`src/rtl/laser_pkg.sv`:
```
// laser_pkg: shared constants, state encoding and coverage test for the LASER host
package laser_pkg;
    localparam int NPTS = 40;
    localparam int CW = 4;
    localparam logic [8:0] R2 = 9'd16;

    typedef enum logic [2:0] {S_IDLE, S_RESET_DUT, S_FEED, S_WAIT, S_SCORE, S_REPORT} state_t;

    // Same coverage rule the LASER core uses: squared distance within R2
    function automatic logic is_covered(input logic [CW-1:0] px, py, cx, cy);
        logic [CW-1:0] dx, dy;
        logic [7:0] sx, sy;
        dx = px > cx ? px - cx : cx - px;
        dy = py > cy ? py - cy : cy - py;
        sx = {4'b0, dx} * {4'b0, dx};
        sy = {4'b0, dy} * {4'b0, dy};
        return ({1'b0, sx} + {1'b0, sy}) <= R2;
    endfunction
endpackage

```
`src/rtl/laser_point_buf.sv`:
```
// laser_point_buf: 40-entry point store with write pointer, full flag and combinational read
module laser_point_buf
    import laser_pkg::*;
(
    input  logic          CLK,
    input  logic          RST,
    input  logic          wr_en,
    input  logic          clr,
    input  logic [CW-1:0] wr_x,
    input  logic [CW-1:0] wr_y,
    input  logic [5:0]    rd_idx,
    output logic [CW-1:0] rd_x,
    output logic [CW-1:0] rd_y,
    output logic [5:0]    cnt_n,
    output logic          full
);
    logic [2*CW-1:0] mem [NPTS];
    logic [5:0] cnt;
    logic we;

    assign full = cnt == 6'(NPTS);
    assign we = wr_en && !full;
    assign cnt_n = clr ? '0 : cnt + 6'(we);
    assign {rd_x, rd_y} = rd_idx < 6'(NPTS) ? mem[rd_idx] : '0;

    // write pointer / load count
    always_ff @(posedge CLK or posedge RST) begin
        if (RST) cnt <= '0;
        else     cnt <= cnt_n;
    end

    // point storage; contents are don't-care after reset
    always_ff @(posedge CLK) begin
        if (we) mem[cnt] <= {wr_x, wr_y};
    end
endmodule

```
`src/rtl/laser_host.sv`:
```
// laser_host: loads 40 points, drives the LASER core, captures its circles and scores them
module laser_host
    import laser_pkg::*;
#(
    parameter logic [23:0] TIMEOUT = 24'd5_000_000
) (
    input  logic          CLK,
    input  logic          RST,
    input  logic          PT_VALID,
    input  logic [CW-1:0] PT_X,
    input  logic [CW-1:0] PT_Y,
    output logic          PT_READY,
    input  logic          START,
    output logic          BUSY,
    output logic          L_RST,
    output logic [CW-1:0] L_X,
    output logic [CW-1:0] L_Y,
    input  logic          L_DONE,
    input  logic [CW-1:0] L_C1X,
    input  logic [CW-1:0] L_C1Y,
    input  logic [CW-1:0] L_C2X,
    input  logic [CW-1:0] L_C2Y,
    output logic          RES_VALID,
    output logic [5:0]    SCORE,
    output logic          TOUT,
    output logic [CW-1:0] RES_C1X,
    output logic [CW-1:0] RES_C1Y,
    output logic [CW-1:0] RES_C2X,
    output logic [CW-1:0] RES_C2Y
);
    state_t state, state_n;
    logic [5:0] idx, idx_n, cnt_n, acc;
    logic [23:0] wcnt;
    logic [CW-1:0] rd_x, rd_y, px, py, c1x, c1y, c2x, c2y;
    logic full, hit, tmo;

    laser_point_buf u_buf (
        .CLK    (CLK),
        .RST    (RST),
        .wr_en  (PT_VALID && PT_READY),
        .clr    (state == S_REPORT),
        .wr_x   (PT_X),
        .wr_y   (PT_Y),
        .rd_idx (idx_n),
        .rd_x   (rd_x),
        .rd_y   (rd_y),
        .cnt_n  (cnt_n),
        .full   (full)
    );

    assign hit = is_covered(px, py, c1x, c1y) || is_covered(px, py, c2x, c2y);
    assign tmo = state == S_WAIT;

    // next state and index; the buffer is read at the next index so point registers are ready on entry
    always_comb begin
        state_n = state;
        idx_n = idx;
        case (state)
            S_IDLE:      state_n = START && full ? S_RESET_DUT : S_IDLE;
            S_RESET_DUT: begin state_n = S_FEED; idx_n = '0; end
            S_FEED:      if (idx == 6'(NPTS - 1)) state_n = S_WAIT; else idx_n = idx + 6'd1;
            S_WAIT:      if (L_DONE) begin state_n = S_SCORE; idx_n = '0; end else if (wcnt == TIMEOUT) state_n = S_REPORT;
            S_SCORE:     if (idx == 6'(NPTS - 1)) state_n = S_REPORT; else idx_n = idx + 6'd1;
            S_REPORT:    state_n = S_IDLE;
            default:     state_n = S_IDLE;
        endcase
    end

    // state, datapath and registered outputs
    always_ff @(posedge CLK or posedge RST) begin
        if (RST) begin
            state <= S_IDLE;
            idx <= '0;
            wcnt <= '0;
            acc <= '0;
            {px, py, c1x, c1y, c2x, c2y} <= '0;
            L_RST <= 1'b1;
            PT_READY <= 1'b1;
            {BUSY, RES_VALID, TOUT, SCORE, L_X, L_Y} <= '0;
            {RES_C1X, RES_C1Y, RES_C2X, RES_C2Y} <= '0;
        end else begin
            state <= state_n;
            idx <= idx_n;
            wcnt <= state == S_WAIT ? wcnt + 24'd1 : '0;
            acc <= state == S_SCORE ? acc + 6'(hit) : '0;
            {px, py} <= {rd_x, rd_y};
            if (state == S_WAIT && L_DONE) {c1x, c1y, c2x, c2y} <= {L_C1X, L_C1Y, L_C2X, L_C2Y};
            L_RST <= state_n == S_RESET_DUT;
            BUSY <= state_n != S_IDLE;
            PT_READY <= state_n == S_IDLE && cnt_n < 6'(NPTS);
            RES_VALID <= state_n == S_REPORT;
            {L_X, L_Y} <= state_n == S_FEED ? {rd_x, rd_y} : '0;
            if (state_n == S_REPORT) begin
                TOUT <= tmo;
                SCORE <= tmo ? '0 : acc + 6'(hit);
                {RES_C1X, RES_C1Y, RES_C2X, RES_C2Y} <= tmo ? '0 : {c1x, c1y, c2x, c2y};
            end
        end
    end
endmodule

```
`config.mk`:
```
export PLATFORM = sky130hd
export DESIGN_NAME = laser_host
export DESIGN_NICKNAME = d
export VERILOG_FILES = /design/src/rtl/laser_pkg.sv /design/src/rtl/laser_point_buf.sv /design/src/rtl/laser_host.sv
export SDC_FILE = /design/constraint.sdc
export NUM_CORES = 1
export LEC_CHECK = 0
export CORE_ASPECT_RATIO = 0.7
export CORE_MARGIN = 2
export CORE_UTILIZATION = 69
export DETAILED_ROUTE_END_ITERATION = 7
export DONT_BUFFER_PORTS = 1
export PLACE_DENSITY = 0.94
export SYNTH_ARGS = -nofsm -noshare
export SYNTH_HDL_FRONTEND = slang
export SYNTH_SLANG_ARGS = --single-unit
```
`constraint.sdc`:
```
create_clock -name CLK -period 19 [get_ports CLK]
set_clock_uncertainty 0.15 [all_clocks]
set_input_delay 2.85 -clock CLK [delete_from_list [all_inputs] [get_ports CLK]]
set_output_delay 2.85 -clock CLK [all_outputs]
set_load 0.02 [all_outputs]
```
==> out/qor_table.md <==
| Parameter | Value |
|---|---|
| Status | complete, no violations |
| Maximum number of pins on one net before global-route repair | 101 |
| Area growth from synthesis to layout | 7.32% |
| Reg2reg setup slack | 11.73 ns |
| Minimum period implied by the final worst setup slack | 7.27 ns |
| Count of filler cells inserted in the layout | 1622 |
| Setup WS post-layout | 11.73 ns |
| Finish-stage setup viols | 0 |
| Worst-path fanout max | 5 |
| Total Die Area | 0.0299 mm2 |
| Sequential area share after synthesis | 0.620 |
| Remaining routing DRC violations | 0 |
| Overall die width | 206 um |
| Worst r2r path cells | 21 |
| I/O pin cnt | 64 |
| Worst-path cell with the longest stage delay | sky130_fd_sc_hd__o41ai_1 |
| Global-route wire length before repair | 75400 um |
| Number of synthesis warnings | 0 |
| Most Frequent Cell on Critical Path | sky130_fd_sc_hd__fa_1 |
| Vias in the first global route | 13111 |
| Capturing point of the worst reg2reg path | SCORE[4] |
| Clock Root Buffer | sky130_fd_sc_hd__clkbuf_16 |
| Kind of cell with the highest combined delay on the critical path | adder cells |
| Nets in the synthesized netlist | 1678 |
| Delay of the slowest cell on the worst path | 0.71 ns |
| Post-detailed-route via-to-cell ratio | 6.85 |
| Cell area after technology mapping | 0.0197 mm2 |
| ANT nets after route | 0 |
| Antenna cell count | 0 |
| Die boundary height | 145 um |
| Unrepaired setup endpoints after global routing | false |
| Antenna violations before repair | 0 |
| Req. time, crit path | 19.26 ns |
| Effective utilization at floorplan | 0.704 |
| Hold Buf Count CTS | 0 |
| Share of cells above drive strength 1 | 0.0740 |
| Data arrival time at the worst-slack endpoint | 7.52 ns |
| Standard-cell row count | 51 |
| DRC marker count from the first detailed-route iteration | 1790 |
| HP Start | c1x[3] |
| Number of levels in the clock H-tree | 2 |
| Number of enable flip-flop cells after synthesis | 320 |
| Post-Place Worst Slack | 11.89 ns |
| Number of max-cap violations | 0 |
| RePlAce Congestion | 0.931 |
| TritonCTS clock tree | yes |
| Latest clock arrival within the worst-skew pair | 0.55 ns |
| Standard cell core area | 0.0279 mm2 |
| PostCTS Resize Cnt | 0 |
| Least-Margin Pin Slew | 1.12 ns |
| Routed via count | 13269 |
| Upper clock frequency limit | 138 MHz |
| Synthesized area divided by synthesized cell count | 12.7 um2 |
| Port bufs | 0 |
| Yosys reg bits | 424 |
| Worst slew margin relative to its limit | 0.253 |
| Synthesized netlist cell count | 1550 |
| Overall routed net length | 48600 um |
| Top_reg_cell synth | sky130_fd_sc_hd__edfxtp_1 |
| Critical path, cell by cell | inv_1 > ha_1 > a41oi_1 > mux2i_1 > xnor2_1 > or2_2 > fa_1 > fa_1 > fa_1 > inv_1 > fa_1 > ha_1 > inv_1 > fa_1 > a31oi_1 > o41ai_1 > ha_1 > ha_1 > nand3_1 > xor2_1 > o21ai_0 |
| Post-DP HPWL | 31500 um |
| Worst Path Buf+Inv | 3 |
| Setup crit start kind | flop |
| Cts bufs inserted | 39 |
| Setup TNS after final layout | 0 ns |
| Share of flip-flops with an asynchronous set or reset after synthesis | 0.245 |
| FF-to-FF Start | py[1] |
| Final Max Tran Viols | 0 |
| Gr ovfl total | 0 |
| Number of stages on the worst hold path | 1 |
| CP Capture Type | flop |
| Leading cell type in the layout, fill and taps excluded | sky130_fd_sc_hd__edfxtp_1 |
| Clock Tree Buf Depth | 3 |
| Number of buffers added for setup after CTS | 0 |
| Total Routing Usage GR | 0.334 |
| Type of the worst setup path | reg2reg |
| Number of failing hold endpoints at the final stage | 0 |
| Capture endpoint of the worst hold path | c1x[3] |
| Sink Count | 424 |
| Final-stage net count | 1665 |
| 1st-pass router iterations | 8 |
| Avg WL per Cell | 25.1 um |
| Hold WC Path Type | reg2reg |
| Reg clk slew, reported paths | 0.06 ns |
| Fraction of the cycle the final worst path needs | 0.383 |
| Unique masters post-synth | 72 |
| Most frequent cells in the layout | sky130_fd_sc_hd__edfxtp_1, sky130_fd_sc_hd__nand2_1, sky130_fd_sc_hd__nor2_1 |
## through the flow
step | area, um2 | hold slack, ns | cells | utilization
finish | 21100 | 0.359 | 1938 | 0.756
global placement | 19900 | 0.338 | 1867 | 0.712
global route | 21100 | 0.386 | 1938 | 0.756
CTS | 21100 | 0.359 | 1938 | 0.756
floorplan | 19700 | 0.325 | 1550 | -
detailed placement | 19900 | 0.345 | 1867 | 0.712
## per-layer routing
layer | vias to the layer above | part of all wire | global-route usage
li1 | 5608 | - | -
met1 | 6576 | 0.38 | 0.476
met2 | 916 | 0.46 | 0.514
met3 | 169 | 0.12 | 0.0800
met4 | 0 | 0.036 | 0.115
met5 | - | 0 | 0
## cell usage after synthesis (10+ instances only)
master | count | area, um2
sky130_fd_sc_hd__nand3_1 | 53 | 265
sky130_fd_sc_hd__edfxtp_1 | 320 | 9610
sky130_fd_sc_hd__mux2_2 | 21 | 236
sky130_fd_sc_hd__nor2_1 | 134 | 503
sky130_fd_sc_hd__o21ai_0 | 30 | 150
sky130_fd_sc_hd__a21o_1 | 17 | 128
sky130_fd_sc_hd__a21oi_1 | 47 | 235
sky130_fd_sc_hd__inv_1 | 89 | 334
sky130_fd_sc_hd__xor2_1 | 26 | 228
sky130_fd_sc_hd__ha_1 | 69 | 863
sky130_fd_sc_hd__fa_1 | 30 | 601
sky130_fd_sc_hd__buf_4 | 13 | 97.6
sky130_fd_sc_hd__nand2_1 | 191 | 717
sky130_fd_sc_hd__o21bai_1 | 12 | 90.1
sky130_fd_sc_hd__nand4_1 | 10 | 62.6
sky130_fd_sc_hd__buf_2 | 18 | 90.1
sky130_fd_sc_hd__o22ai_1 | 15 | 93.8
sky130_fd_sc_hd__a22oi_1 | 33 | 248
sky130_fd_sc_hd__a31oi_1 | 11 | 68.8
sky130_fd_sc_hd__a211oi_1 | 18 | 135
sky130_fd_sc_hd__and3_1 | 29 | 181
sky130_fd_sc_hd__dfrtp_1 | 102 | 2550
sky130_fd_sc_hd__a32oi_1 | 12 | 105
sky130_fd_sc_hd__xnor2_1 | 14 | 123
sky130_fd_sc_hd__mux2i_1 | 80 | 801
sky130_fd_sc_hd__clkbuf_1 | 29 | 109
## cell type report
cell class	instances	area [um2]	share of cell area
clock buffer	57	1160	0.0547
clock inverter	14	68.8	0.00326
inverter	92	354	0.0168
multi-input combinational	971	6800	0.322
sequential	424	12200	0.578
tap	371	464	0.0220
timing repair buffer	9	67.6	0.00320
## flip-flops by register name, indices dropped and copies added (netlist names), 6 cells and up
name,flops
acc,6
wcnt,24
idx,6
u_buf.mem,320
u_buf.cnt,6
SCORE,6
## how the worst max path moves through the flow
stage | start | to | cells past startpoint | slack [ns]
3_5_place_dp | py[0] | SCORE[4] | 25 | 11.89
2_1_floorplan | py[0] | SCORE[4] | 25 | 12.81
5_1_grt | px[0] | SCORE[4] | 26 | 11.45
3_3_place_gp | py[1] | SCORE[4] | 21 | 12.19
6_report | py[1] | SCORE[4] | 21 | 11.73
4_1_cts | py[2] | SCORE[4] | 23 | 11.83
## cells by family after synthesis
logic type,Yosys count,share of synthesized area
muxes,103,0.0550
buffers and inverters,155,0.0340
AOI/OAI and AO/OA,247,0.0876
and+or+nand+nor,481,0.110
DFF,424,0.620
adders and majority gates,99,0.0744
xor gates and xnor gates,41,0.0186
Power is left out: the tool's default activity adds up to more than one toggle a clock period on the data nets, which glitch-free logic cannot reach.
